[src/rtl/stack_param_if.sv]
// Bus interface for stack_param: push/pop requests, error clear, and all
// status/data outputs. The master side drives requests; the slave (the
// stack itself) drives data and status.
interface stack_param_if #(
  parameter int WIDTH = 5,
  parameter int DEPTH = 10
);
  localparam int CW = $clog2(DEPTH + 1);

  logic [WIDTH-1:0] Data_In;
  logic             Push;
  logic             Pop;
  logic             Err_Clr;
  logic [WIDTH-1:0] Data_Out;
  logic             Out_Valid;
  logic [WIDTH-1:0] Top;
  logic [CW-1:0]    Count;
  logic             Full;
  logic             Empty;
  logic             Overflow;
  logic             Underflow;
  logic [CW-1:0]    Max_Count;

  modport master (
    output Data_In, Push, Pop, Err_Clr,
    input  Data_Out, Out_Valid, Top, Count, Full, Empty, Overflow, Underflow, Max_Count
  );

  modport slave (
    input  Data_In, Push, Pop, Err_Clr,
    output Data_Out, Out_Valid, Top, Count, Full, Empty, Overflow, Underflow, Max_Count
  );
endinterface

[src/rtl/stack_param.sv]
// Parametrised LIFO stack (WIDTH-bit entries, DEPTH entries).
// Simultaneous push+pop replaces the top entry; pop data is registered with a
// one-cycle valid strobe; Top is a combinational peek; Overflow/Underflow are
// sticky until Err_Clr or reset.
// Optional feature: define STACK_HWM_EN to track the occupancy high-water
// mark on Max_Count; otherwise Max_Count is tied to zero.
module stack_param #(
  parameter int WIDTH = 5,
  parameter int DEPTH = 10
) (
  input  logic            clk,
  input  logic            RstN,
  stack_param_if.slave    bus
);
  localparam int CW = $clog2(DEPTH + 1);
  localparam int AW = (DEPTH > 1) ? $clog2(DEPTH) : 1;
  localparam logic [CW-1:0] CNT_ONE  = CW'(1);
  localparam logic [CW-1:0] CNT_FULL = CW'(DEPTH);

  logic [WIDTH-1:0] mem_q [DEPTH];

  logic [CW-1:0]    count_q, count_d;
  logic             full_q, full_d;
  logic             empty_q, empty_d;
  logic [WIDTH-1:0] data_out_q, data_out_d;
  logic             out_valid_q, out_valid_d;
  logic             overflow_q, overflow_d;
  logic             underflow_q, underflow_d;

  logic             wr_en_s;
  logic [AW-1:0]    wr_idx_s;
  logic [AW-1:0]    top_idx_s;
  logic [WIDTH-1:0] top_data_s;

  // Index of the current top entry; only meaningful while not empty.
  assign top_idx_s  = AW'(count_q - CNT_ONE);
  assign top_data_s = mem_q[top_idx_s];

  // Next-state decision for one (Push, Pop) pair against the pre-edge occupancy.
  always_comb begin
    count_d     = count_q;
    data_out_d  = data_out_q;
    out_valid_d = 1'b0;
    wr_en_s     = 1'b0;
    wr_idx_s    = AW'(count_q);
    overflow_d  = bus.Err_Clr ? 1'b0 : overflow_q;
    underflow_d = bus.Err_Clr ? 1'b0 : underflow_q;
    case ({bus.Push, bus.Pop})
      2'b10: begin
        if (!full_q) begin
          wr_en_s  = 1'b1;
          wr_idx_s = AW'(count_q);
          count_d  = count_q + CNT_ONE;
        end else begin
          overflow_d = 1'b1;
        end
      end
      2'b01: begin
        if (!empty_q) begin
          data_out_d  = top_data_s;
          out_valid_d = 1'b1;
          count_d     = count_q - CNT_ONE;
        end else begin
          underflow_d = 1'b1;
        end
      end
      2'b11: begin
        if (!empty_q) begin
          // Replace-top: old top leaves, new data takes its slot.
          data_out_d  = top_data_s;
          out_valid_d = 1'b1;
          wr_en_s     = 1'b1;
          wr_idx_s    = top_idx_s;
        end else begin
          // Nothing to pop: the push still lands, the pop is an error.
          wr_en_s     = 1'b1;
          wr_idx_s    = {AW{1'b0}};
          count_d     = CNT_ONE;
          underflow_d = 1'b1;
        end
      end
      default: begin
        count_d = count_q;
      end
    endcase
    full_d  = (count_d == CNT_FULL);
    empty_d = (count_d == {CW{1'b0}});
  end

  // Control and status registers with synchronous active-low reset.
  always_ff @(posedge clk) begin
    if (!RstN) begin
      count_q     <= {CW{1'b0}};
      full_q      <= 1'b0;
      empty_q     <= 1'b1;
      data_out_q  <= {WIDTH{1'b0}};
      out_valid_q <= 1'b0;
      overflow_q  <= 1'b0;
      underflow_q <= 1'b0;
    end else begin
      count_q     <= count_d;
      full_q      <= full_d;
      empty_q     <= empty_d;
      data_out_q  <= data_out_d;
      out_valid_q <= out_valid_d;
      overflow_q  <= overflow_d;
      underflow_q <= underflow_d;
    end
  end

  // Storage array; contents survive reset but reset blocks any write.
  always_ff @(posedge clk) begin
    if (RstN && wr_en_s) begin
      mem_q[wr_idx_s] <= bus.Data_In;
    end
  end

`ifdef STACK_HWM_EN
  logic [CW-1:0] max_count_q, max_count_d;

  // High-water mark follows the post-edge occupancy.
  always_comb begin
    if (count_d > max_count_q) begin
      max_count_d = count_d;
    end else begin
      max_count_d = max_count_q;
    end
  end

  // High-water mark register, cleared only by reset.
  always_ff @(posedge clk) begin
    if (!RstN) begin
      max_count_q <= {CW{1'b0}};
    end else begin
      max_count_q <= max_count_d;
    end
  end

  assign bus.Max_Count = max_count_q;
`else
  assign bus.Max_Count = {CW{1'b0}};
`endif

  assign bus.Data_Out  = data_out_q;
  assign bus.Out_Valid = out_valid_q;
  assign bus.Count     = count_q;
  assign bus.Full      = full_q;
  assign bus.Empty     = empty_q;
  assign bus.Overflow  = overflow_q;
  assign bus.Underflow = underflow_q;
  assign bus.Top       = empty_q ? {WIDTH{1'b0}} : top_data_s;

endmodule
[src/flat_wrapper.sv]
// flat-port wrapper written by rule: the top's interface ports become plain ports
module stack_param_flat 
#(
  parameter int WIDTH = 5,
  parameter int DEPTH = 10
)
  (clk, RstN, bus_Data_In, bus_Push, bus_Pop, bus_Err_Clr, bus_Data_Out, bus_Out_Valid, bus_Top, bus_Count, bus_Full, bus_Empty, bus_Overflow, bus_Underflow, bus_Max_Count);
  stack_param_if #(.WIDTH(WIDTH), .DEPTH(DEPTH)) bus_i ();
  input  logic clk;
  input  logic RstN;
  input wire logic [$bits(bus_i.Data_In)-1:0] bus_Data_In;
  input wire logic [$bits(bus_i.Push)-1:0] bus_Push;
  input wire logic [$bits(bus_i.Pop)-1:0] bus_Pop;
  input wire logic [$bits(bus_i.Err_Clr)-1:0] bus_Err_Clr;
  output wire logic [$bits(bus_i.Data_Out)-1:0] bus_Data_Out;
  output wire logic [$bits(bus_i.Out_Valid)-1:0] bus_Out_Valid;
  output wire logic [$bits(bus_i.Top)-1:0] bus_Top;
  output wire logic [$bits(bus_i.Count)-1:0] bus_Count;
  output wire logic [$bits(bus_i.Full)-1:0] bus_Full;
  output wire logic [$bits(bus_i.Empty)-1:0] bus_Empty;
  output wire logic [$bits(bus_i.Overflow)-1:0] bus_Overflow;
  output wire logic [$bits(bus_i.Underflow)-1:0] bus_Underflow;
  output wire logic [$bits(bus_i.Max_Count)-1:0] bus_Max_Count;
  assign bus_i.Data_In = bus_Data_In;
  assign bus_i.Push = bus_Push;
  assign bus_i.Pop = bus_Pop;
  assign bus_i.Err_Clr = bus_Err_Clr;
  assign bus_Data_Out = bus_i.Data_Out;
  assign bus_Out_Valid = bus_i.Out_Valid;
  assign bus_Top = bus_i.Top;
  assign bus_Count = bus_i.Count;
  assign bus_Full = bus_i.Full;
  assign bus_Empty = bus_i.Empty;
  assign bus_Overflow = bus_i.Overflow;
  assign bus_Underflow = bus_i.Underflow;
  assign bus_Max_Count = bus_i.Max_Count;
  stack_param #(.WIDTH(WIDTH), .DEPTH(DEPTH)) u_core (.clk(clk), .RstN(RstN), .bus(bus_i));
endmodule
[config.mk]
export PLATFORM = sky130hd
export DESIGN_NAME = stack_param_flat
export DESIGN_NICKNAME = d
export VERILOG_FILES = /design/src/rtl/stack_param_if.sv /design/src/rtl/stack_param.sv /design/src/flat_wrapper.sv
export SDC_FILE = /design/constraint.sdc
export NUM_CORES = 1
export LEC_CHECK = 0
export CORE_ASPECT_RATIO = 1.2
export CORE_MARGIN = 5
export CORE_UTILIZATION = 40
export DETAILED_ROUTE_END_ITERATION = 7
export PLACE_DENSITY = 0.71
export SLEW_MARGIN = 40
export SYNTH_ARGS = -nofsm -noshare
export SYNTH_HDL_FRONTEND = slang
export SYNTH_SLANG_ARGS = --single-unit
[constraint.sdc]
create_clock -name clk -period 5.65 [get_ports clk]
set_clock_uncertainty 0.1 [all_clocks]
set_input_delay 1.13 -clock clk [delete_from_list [all_inputs] [get_ports clk]]
set_output_delay 1.13 -clock clk [all_outputs]
set_load 0.05 [all_outputs]
# Yosys cells after proc, flatten, opt, wreduce, memory -nomap -nowiden
# Memories as Yosys holds them, arrays and structs flattened.
# Index checks and enable logic that the tools add are counted.
[word_totals]
ff_bits = 14
ram_bits = 50
in_bits = 10
out_inout_bits = 23
memories = 1
[mem_list]
columns = ["name", "depth", "width", "rd", "rd_clocked_by_memory_dff", "wr", "line_no", "text"]
rows = [
  ["u_core.mem_q", 10, 5, 1, 0, 1, "stack_param.sv:20", "logic [WIDTH-1:0] mem_q [DEPTH];"],
]
[classes]
add_sub_neg = 2
eq_ne = 4
n_mux = 18
bitwise = 1
reduce_logical = 5
[ops]
columns = ["cell", "n"]
rows = [
  ["2-to-1 mux 4 bit", 5],
  ["case mux 4 bit (3 select lines)", 1],
  ["2-to-1 mux 1 bit", 10],
  ["2-to-1 mux 5 bit", 1],
  ["adder 4 x 1 -> 4 bit (second input constant)", 1],
  ["== test 2 bit (second input constant)", 2],
  ["== test 4 bit (second input constant)", 1],
  ["logical NOT 4 bit", 1],
  ["AND reduction 2 bit", 2],
  ["subtractor 4 x 1 -> 4 bit (second input constant)", 1],
  ["== test 2 x 1 -> 1 bit (second input constant)", 1],
  ["case mux 1 bit (2 select lines)", 1],
  ["OR reduction 2 bit", 1],
  ["logical AND 1 bit", 1],
  ["NOT 1 bit", 1],
]

# Depth between registers and ports, before layout
# Gate-level depths: netlist of run 1.
[logic_depth]
ltp_word = 5
mapped_depth = 8
mapped_depth_nobuf = 6

# Worst setup path after synthesis of run 1
# No wires, ideal clock.
[synth_timing]
path_kind = "register to output"
from = "register u_core.count_q[0], in the netlist u_core.bus.Count[0]"
to = "output port bus_Top[1]"
t_arrival_ps = 2922
required_time_ps = 4420
setup_slack_ps = 1498
stages_incl_launch_ff = 9
path_buffers = 2
path_cell_list = "dfxtp_1 > buf_2 > inv_2 > ha_1 > xor2_2 > buf_6 > mux4_2 > mux2i_1 > a21oi_1"
[synth_between]
elab_chain_len = 3
[synth_rtl]
columns = ["item", "line_no", "text"]
rows = [
  ["from (decl)", "stack_param.sv:22", "logic [CW-1:0] count_q, count_d;"],
  ["from (signal assigned)", "stack_param.sv:93", "count_q <= {CW{1'b0}};"],
  ["from (signal assigned)", "stack_param.sv:101", "count_q <= count_d;"],
  ["subtractor 4 x 1 -> 4 bit", "stack_param.sv:36", "assign top_idx_s = AW'(count_q - CNT_ONE);"],
  ["memory read (10 x 5 bit)", "-", ""],
  ["2-to-1 mux 5 bit", "stack_param.sv:151", "assign bus.Top = empty_q ? {WIDTH{1'b0}} : top_data_s;"],
  ["to (decl)", "flat_wrapper.sv:17", "output wire logic [$bits(bus_i.Top)-1:0] bus_Top;"],
]
# No other way between the ends.

# Final worst setup path of run 1
[layout_timing]
from = "register u_core.count_q[0], in the netlist u_core.bus.Count[0]"
to = "output port bus_Top[4]"
# Same word-level chain as after synthesis.

==> impl_metrics.tcl, run 1 <==
set metrics [dict create \
    die_area_um2 9250 \
    track_usage 0.142 \
    post-route-drc-count 0 \
    grt_pass1_vias 1839 \
    timing.hold.ws_ps 381 \
    dr.pass1.iters 5 \
    io_buffer_count 28 \
    synthTopCellsByArea "edfxtp_1 (51%), dfxtp_1 (9.4%), mux4_2 (6.8%), mux2i_1 (3.0%), nor2_1 (2.4%)" \
    yosysTopAreaCell "edfxtp_1" \
    avgSynthCellArea_um2 13.8 \
    synth_commonest_cells "edfxtp_1 (50), nor2_1 (19), dfxtp_1 (14), nand3_1 (13)" \
    htreeDepth 3 \
    gp_congestion 0.887 \
    synth_edf_count 50 \
    cts_sinks 64 \
    initial_core_util 0.410 \
    grt_max_degree 16 \
    syn2layout_area_growth_pct 18.2 \
    tns_ps 0 \
    ctsResizeCount 0 \
    routedWlPerCell_um 18.2 \
    rows 34 \
    crit_path_cell_trace "inv_2 > ha_1 > xor2_2 > buf_4 > mux4_1 > mux2i_1 > a21oi_1 > clkdlybuf4s50_1" \
    fmax_ghz 0.207 \
    die_w_um 88.6 \
    clkSlewWorstSetupHoldPaths_ps 80 \
    max_slew.worst_pin.slew_ps 603 \
    arrival_ps 3600 \
    vias 1899 \
    cts.root.buffer_cell "clkbuf_8" \
    ios 33 \
    ant_nets 0 \
    hold_violations 0 \
    syn_area_um2 2970 \
    ir_worst_vdd_mv 0.181 \
    yosysWarnings 0 \
    nets 258 \
    crit_required_ps 4420 \
    cpMaxStageDelayCell "clkdlybuf4s50_1" \
    outcome "complete, no violations" \
    cpPeakStageDelay_ps 720 \
    diodes 0 \
    worstSetupStartpointType "flop" \
    synth_most_common_cell "edfxtp_1" \
    place.detailed.hpwl_mm 4.48 \
    fin_crit_sh 0.855 \
    fp.dieH_um 104 \
    crit_type "reg2out" \
    setup_violations 0 \
    min_path_type "reg2reg" \
    power.density_nw_per_um2 363 \
    maxCapViolations 0 \
    rsz0062_at_grt "no" \
    cellLeakagePower_nw 1.20 \
    synth_flop_cell "edfxtp_1" \
    relSlewSlack 0.598 \
    cts_buffers 9 \
    grt-ovfl-total 0 \
    cts_buffer_depth 2 \
    clk_latency_ps 340 \
    synthCells 215 \
    viasPerCell 5.60 \
    yosysTopAreaCellShare 0.506 \
    core_um2 7230 \
    cts_setup_buffers 0 \
    hold_buffers 0 \
    seq_area_frac_synth 0.600 \
    drive_gt1_frac 0.161 \
    drv_slew 0 \
    cts_tree "built" \
    grt_pass1_wl_mm 9.81 \
    synth-async-reset-ratio 0 \
    yosysUniqueCellTypes 50 \
    ys_ff_latch 64 \
    crit_fanout 15 \
    drt-initial-drc-count 101 \
    finalPower_mw 1.27 \
    end_kind "output pin" \
    antenna_found_initial 0 \
    wl_mm 6.18 \
    finalCriticalPeriod_ps 4830 \
]
-- stage by stage --
step                setup slack, ps  cell area [µm²]   util  instances
floorplan                      1500             2980      -        218
finish                          820             3510  0.485        339
CTS                             800             3510  0.485        339
global placement               1210             3280  0.454        323
detailed placement             1210             3280  0.454        323
global route                    537             3510  0.485        339
-- layout by cell type (no fill, tap or decap), drive strengths merged, types with 7 or more instances in the layout --
cell           Yosys  layout
a21oi              9       9
edfxtp            50      50
o21ai              7       7
clkbuf             1       9
clkdlybuf4s50      0      28
nor2              19      19
nand3             13      13
mux2i              9       9
dfxtp             14      14
mux4              10      10
inv                7       9
-- path summary, 6_finish.rpt --
check | slack (ps) | cells after the start | startpoint | endpoint
setup / recovery | 820 | 8 | u_core.bus.Count[0]$_SDFF_PN0_ | bus_Top[4]
hold / removal | 380 | 2 | u_core.bus.Underflow$_SDFF_PN0_ | u_core.bus.Underflow$_SDFF_PN0_
setup reg to reg | 2490 | 6 | u_core.bus.Count[0]$_SDFF_PN0_ | u_core.mem_q[7][4]$_DFFE_PP_
hold reg to reg | 380 | 2 | u_core.bus.Underflow$_SDFF_PN0_ | u_core.bus.Underflow$_SDFF_PN0_
-- cells by family after synthesis --
| group | count (synthesis) | synth area share |
|---|---|---|
| DFF | 64 | 0.600 |
| and+or+nand+nor | 63 | 0.118 |
| AOI/OAI and AO/OA | 35 | 0.0856 |
| muxes | 24 | 0.126 |
| buffers and inverters | 22 | 0.0434 |
| adders and majority gates | 4 | 0.0169 |
| xor gates and xnor gates | 2 | 0.00843 |
| other | 1 | 0.00126 |
-- flip-flops by register name, indices dropped and copies added, names as in the netlist --
signal / count
u_core.bus.Underflow: 1
u_core.bus.Overflow: 1
u_core.bus.Data_Out: 5
u_core.bus.Empty: 1
u_core.mem_q: 50
u_core.bus.Full: 1
u_core.bus.Out_Valid: 1
u_core.bus.Count: 4
-- report_power, final --
group | internal (mW) | total [mW] | leakage, nW | switching [mW]
Clock | 0.253 | 0.445 | 0.116 | 0.191
Combinational | 0.109 | 0.285 | 0.518 | 0.176
Sequential | 0.523 | 0.542 | 0.565 | 0.0190
Total | 0.886 | 1.27 | 1.20 | 0.386
-- area by class of cell --
| class | count | area (µm²) |
|---|---|---|
| flip-flops and latches | 64 | 1780 |
| fillers | 644 | 3720 |
| repair buffers | 29 | 288 |
| multi-input cells | 132 | 1070 |
| clock inverters | 7 | 103 |
| well taps | 90 | 113 |
| clock buffers | 9 | 124 |
| inverters | 8 | 30.0 |
-- per-layer routing --
layer | up-vias | global-route usage | wire length (µm) | share of wire
met2 | 74 | 0.213 | 2980 | 0.48
met4 | 0 | 0.0950 | 297 | 0.048
met3 | 21 | 0.0380 | 349 | 0.056
met5 | - | 0 | 0 | 0
met1 | 916 | 0.175 | 2560 | 0.41
li1 | 888 | - | - | -
-- critical path, delay by kind of cell, from the launching register on --
family,cells,cell delay [ps]
AOI/OAI and AO/OA,1,100
adders and majority gates,1,320
xor gates and xnor gates,1,140
muxes,2,790
buffers and inverters,3,1220
DFF,1,680
No activity file was read; power rests on OpenSTA's default activity.
==> run 2: changes to the inputs <==
--- a/config.mk
+++ b/config.mk
@@ -9,7 +9,7 @@
 export CORE_MARGIN = 5
 export CORE_UTILIZATION = 40
 export DETAILED_ROUTE_END_ITERATION = 7
-export PLACE_DENSITY = 0.71
+export PLACE_DENSITY = 0.73
 export SLEW_MARGIN = 40
 export SYNTH_ARGS = -nofsm -noshare
 export SYNTH_HDL_FRONTEND = slang
==> constraint.sdc (replaced) <==
create_clock -name clk -period 4.2 [get_ports clk]
set_clock_uncertainty 0.1 [all_clocks]
set_input_delay 0.84 -clock clk [delete_from_list [all_inputs] [get_ports clk]]
set_output_delay 0.84 -clock clk [all_outputs]
set_load 0.05 [all_outputs]
==> impl_metrics.tcl, run 2 (synthesis gave the netlist of run 1 again) <==
set metrics [dict create \
    io_buffer_count 28 \
    fmax_ghz 0.265 \
    vias 1888 \
    nets 260 \
    largest_reg_flops 50 \
    drv_slew 0 \
    cpPeakStageDelay_ps 560 \
    fin_crit_sh 0.900 \
    clk_latency_ps 340 \
    cts_tree "built" \
    outcome "complete, no violations" \
    cts.root.buffer_cell "clkbuf_8" \
    power.density_nw_per_um2 471 \
    rsz0062_at_grt "no" \
    place.detailed.hpwl_mm 4.18 \
    timing.hold.ws_ps 370 \
    clkSlewWorstSetupHoldPaths_ps 70 \
    dr.pass1.iters 4 \
    cts_setup_buffers 0 \
    grt_pass1_wl_mm 9.49 \
    finalPower_mw 1.64 \
    hold_buffers 0 \
    cpMaxStageDelayCell "dfxtp_1" \
    syn2layout_area_growth_pct 17.2 \
    final_cell_mix "edfxtp_1 (50), clkdlybuf4s50_1 (23), nor2_1 (19)" \
    max_slew.worst_pin.slew_ps 597 \
    die_w_um 88.6 \
    cpMostUsedCell "buf_4" \
    htreeDepth 3 \
    hold_violations 0 \
    gp_congestion 0.805 \
    cts_buffer_depth 2 \
    initial_core_util 0.410 \
    min_path_cells 2 \
    post-route-drc-count 0 \
    n_fill_cell 646 \
    crit_type "reg2out" \
    ant_nets 0 \
    crit_fanout 10 \
    worstSetupStartpointType "flop" \
    ctsResizeCount 0 \
    drive_gt1_frac 0.183 \
    maxCapViolations 0 \
    rr_endpoint "u_core.mem_q[3][3]$_DFFE_PP_" \
    end_kind "output pin" \
    ios 33 \
    cts_buffers 9 \
    regMostFlops "u_core.mem_q" \
    grt_pass1_vias 1878 \
    min_path_type "reg2reg" \
    tns_ps 0 \
    fp.dieH_um 104 \
    crit_required_ps 3260 \
    cellLeakagePower_nw 1.19 \
    rows 34 \
    viasPerCell 5.54 \
    setup_violations 0 \
    grt_max_degree 16 \
    grt-ovfl-total 0 \
    diodes 0 \
    relSlewSlack 0.602 \
    routedWlPerCell_um 17.6 \
    cts_sinks 64 \
    die_area_um2 9250 \
    crit_path_cell_trace "inv_1 > ha_1 > xor2_2 > buf_4 > mux4_2 > mux2i_1 > a21oi_1 > buf_4" \
    drt-initial-drc-count 115 \
    antenna_found_initial 0 \
    wl_mm 5.99 \
    min_from "u_core.bus.Underflow$_SDFF_PN0_" \
    final_common_cell "edfxtp_1" \
    core_um2 7230 \
    ir_worst_vdd_mv 0.183 \
    holdPathEnd "u_core.bus.Underflow$_SDFF_PN0_" \
    finalCriticalPeriod_ps 3780 \
    track_usage 0.139 \
    rrSetupSlack_ps 1430 \
    ff2ff_path_depth 6 \
    r2r-start "u_core.bus.Count[1]$_SDFF_PN0_" \
    arrival_ps 2840 \
]
## run 2: cell types whose count changed in the layout (fill, tap and decap cells not counted), sizes merged
cell / before / now
bufinv: 2 / 1
clkinvlp: 0 / 2
clkdlybuf4s50: 28 / 23
inv: 9 / 8
buf: 1 / 8
## run 2: critical path: cells and delay by family, from the launching register on
| family | cells | cell delay (ps) |
|---|---|---|
| buf+inv | 3 | 540 |
| xor+xnor | 1 | 160 |
| mux | 2 | 830 |
| fa+ha+maj | 1 | 270 |
| flops | 1 | 560 |
| compound gates | 1 | 150 |
## run 2: cell type report
cell class / instances / area [µm²] / share of cell area
flip-flops and latches: 64 / 1780 / 0.512
multi-input cells: 132 / 1070 / 0.307
repair buffers: 31 / 290 / 0.0835
clock buffers: 9 / 124 / 0.0356
well taps: 90 / 113 / 0.0324
clock inverters: 7 / 71.3 / 0.0205
inverters: 8 / 30.0 / 0.00863
## run 2: metal layers
metal | up-vias | track usage | part of all wire
met4 | 0 | 0.0724 | 0.023
met1 | 935 | 0.164 | 0.41
met3 | 9 | 0.0293 | 0.051
met2 | 56 | 0.230 | 0.51
li1 | 888 | - | -
met5 | - | 0 | 0
## run 2: power breakdown
| group | switching (mW) | internal, mW | total (mW) |
|---|---|---|---|
| clock | 0.248 | 0.274 | 0.521 |
| combinational | 0.245 | 0.147 | 0.392 |
| sequential | 0.0213 | 0.704 | 0.725 |
| total | 0.514 | 1.12 | 1.64 |
## run 2: worst max-delay path by stage
stage	start	endpoint	slack [ps]
after global routing	u_core.bus.Count[1]$_SDFF_PN0_	bus_Top[2]	200
after floorplan	u_core.bus.Count[0]$_SDFF_PN0_	bus_Top[1]	340
after CTS	u_core.bus.Count[1]$_SDFF_PN0_	bus_Top[2]	400
final	u_core.bus.Count[1]$_SDFF_PN0_	bus_Top[2]	420
after global placement	bus_Push	u_core.mem_q[3][0]$_DFFE_PP_	750
after detailed placement	bus_Push	u_core.mem_q[3][3]$_DFFE_PP_	630
## run 2: per-stage QoR
stage	std cells	utilization	cell area [µm²]	worst slack, ps
detailed placement	325	0.454	3280	632
global route	341	0.481	3480	201
global placement	325	0.454	3280	748
CTS	341	0.481	3480	403
floorplan	218	-	2980	338
finish	341	0.481	3480	419
==> variant (settings of run 2) <==
`DEPTH` is set to 10 in 3 places; all go to 20.
--- a/src/rtl/stack_param_if.sv
+++ b/src/rtl/stack_param_if.sv
@@ -5,3 +5,3 @@
   parameter int WIDTH = 5,
-  parameter int DEPTH = 10
+  parameter int DEPTH = 20
 );
--- a/src/rtl/stack_param.sv
+++ b/src/rtl/stack_param.sv
@@ -8,3 +8,3 @@
   parameter int WIDTH = 5,
-  parameter int DEPTH = 10
+  parameter int DEPTH = 20
 ) (
--- a/src/flat_wrapper.sv
+++ b/src/flat_wrapper.sv
@@ -4,3 +4,3 @@
   parameter int WIDTH = 5,
-  parameter int DEPTH = 10
+  parameter int DEPTH = 20
 )
Interface: changed (resized bus_Count and bus_Max_Count); port bits go from 33 to 35. The function was not compared with the original's and may differ.
==> variant against run 2 <==
- total power up 120%
- die area is 62% higher
- area after synthesis is 70% higher
- sequential cell count up 51
- combinational power rose by 120%
- wire length increased by 84%
- worst setup slack worse by 0.14 ns
- register-to-register slack got worse by 0.09 ns
- clock power increased to 2.7 times the old value
- worst hold slack improved by 0.012 ns
- final area rose by 74%
- cell count increased by 57%
==> variant: results (changes against run 2) <==
| Metric | Value |
|---|---|
| Outcome | completed (unchanged) |
| Top reg by flops | u_core.mem_q (unchanged) |
| Port buffer count | 29 (was 28) |
| Place WS | 0.472 ns (was 0.632 ns) |
| Global placement routability congestion | 0.855 (was 0.805) |
| Reg clk slew, reported paths | 0.05 ns (was 0.07 ns) |
| CTS Root Cell | clkbuf_16 (was clkbuf_8) |
| Largest net degree at the start of global routing | 36 (was 16) |
| CP top delay family | adder cells (was multiplexers) |
| WL met3 | 462 µm (was 303 µm) |
| Fin nets | 373 (was 260) |
| TritonCTS buffer count | 17 (was 9) |
| Worst skew pair latency | 0.41 ns (was 0.34 ns) |
| Setup crit end | bus_Top[4] (was bus_Top[2]) |
| RR Endpoint | u_core.mem_q[14][1]$_DFFE_PP_ (was u_core.mem_q[3][3]$_DFFE_PP_) |
| Max IR drop VDD | 0.000284 V (was 0.000183 V) |
| Routed len/inst | 20.5 µm (was 17.6 µm) |
| Placed insts | 505 (was 325) |
| Area contributors post-synth | edfxtp_1, mux4_2, dfxtp_1, nor2_1, mux2_2 (was edfxtp_1, dfxtp_1, mux4_2, mux2i_1, nor2_1) |
| First-pass GRT wire length | 17.3 mm (was 9.49 mm) |
| TritonRoute pass-1 iters | 6 (was 4) |
| Fillers | 1039 (was 646) |
| Crit path max fanout | 20 (was 10) |
| Final period utilization | 93.3% (was 90.0%) |
| Post-route insts no fill | 537 (was 341) |
| Layout cells sized above 1 | 21.7% (was 18.3%) |
| Worst relative slew slack | 49.4% (was 60.2%) |
| Number of synthesized flops with an enable pin | 100 (was 50) |
| Wire length on met2 | 5.68 mm (was 3.06 mm) |
| Reg2reg setup slack | 1.34 ns (was 1.43 ns) |
| R2R Path Start | u_core.bus.Count[0]$_SDFF_PN0_ (was u_core.bus.Count[1]$_SDFF_PN0_) |
| Placement Cell Area | 0.00547 mm² (was 0.00328 mm²) |
| Distinct cells, synth | 55 (was 50) |
| DRT iter0 DRCs | 297 (was 115) |
| Avg Cell Area, Syn | 15.4 µm² (was 13.8 µm²) |
| Dpl hpwl | 7.53 mm (was 4.18 mm) |
| GRT met3 Usage | 4.21% (was 2.93%) |
| GR Util met2 | 25.4% (was 23.0%) |
| Vias in the first global route | 3056 (was 1878) |
| Total track usage | 15.4% (was 13.9%) |
| Slowest cell on the critical path | ha_2 (was dfxtp_1) |
| Vias per cell | 5.63 (was 5.54) |
| GR Layer Usage met1 | 19.1% (was 16.4%) |
| P_leak | 1.99 nW (was 1.19 nW) |
| Met1 wire length | 4.60 mm (was 2.49 mm) |
| Max reg flops | 100 (was 50) |
| Largest stage delay on the critical path | 0.67 ns (was 0.56 ns) |
## variant: cell count changes after synthesis, sizes merged, moves of 6 or more
cell	run 2	this run
buf	13	19
edfxtp	50	100
mux2i	9	3
mux4	10	25
nand2	5	15
nand3	13	5
nor2	19	27
o22ai	0	6
## variant: cell families after synthesis
| kind of cell | synth area share, % |
|---|---|
| flops | 65.4 |
| simple gates | 9.00 |
| mux | 12.9 |
| xor+xnor | 1.19 |
| other cells | 0.0743 |
| buf+inv | 3.30 |
| fa+ha+maj | 0.744 |
| compound gates | 7.39 |
## variant: layout make-up
type	instances	area [µm²]	share of cell area, %
inverter	6	22.5	0.372
clock buffer	22	454	7.50
sequential	115	3310	54.6
clock inverter	10	134	2.21
timing repair buffer	34	323	5.33
tap	164	205	3.39
multi-input combinational	186	1620	26.7
## variant: power breakdown
group	switching, mW	total (mW)	leakage [nW]	internal (mW)
sequential	0.0543	1.34	1.02	1.28
clock	0.481	1.42	0.284	0.943
combinational	0.535	0.869	0.679	0.334
total	1.07	3.63	1.99	2.56
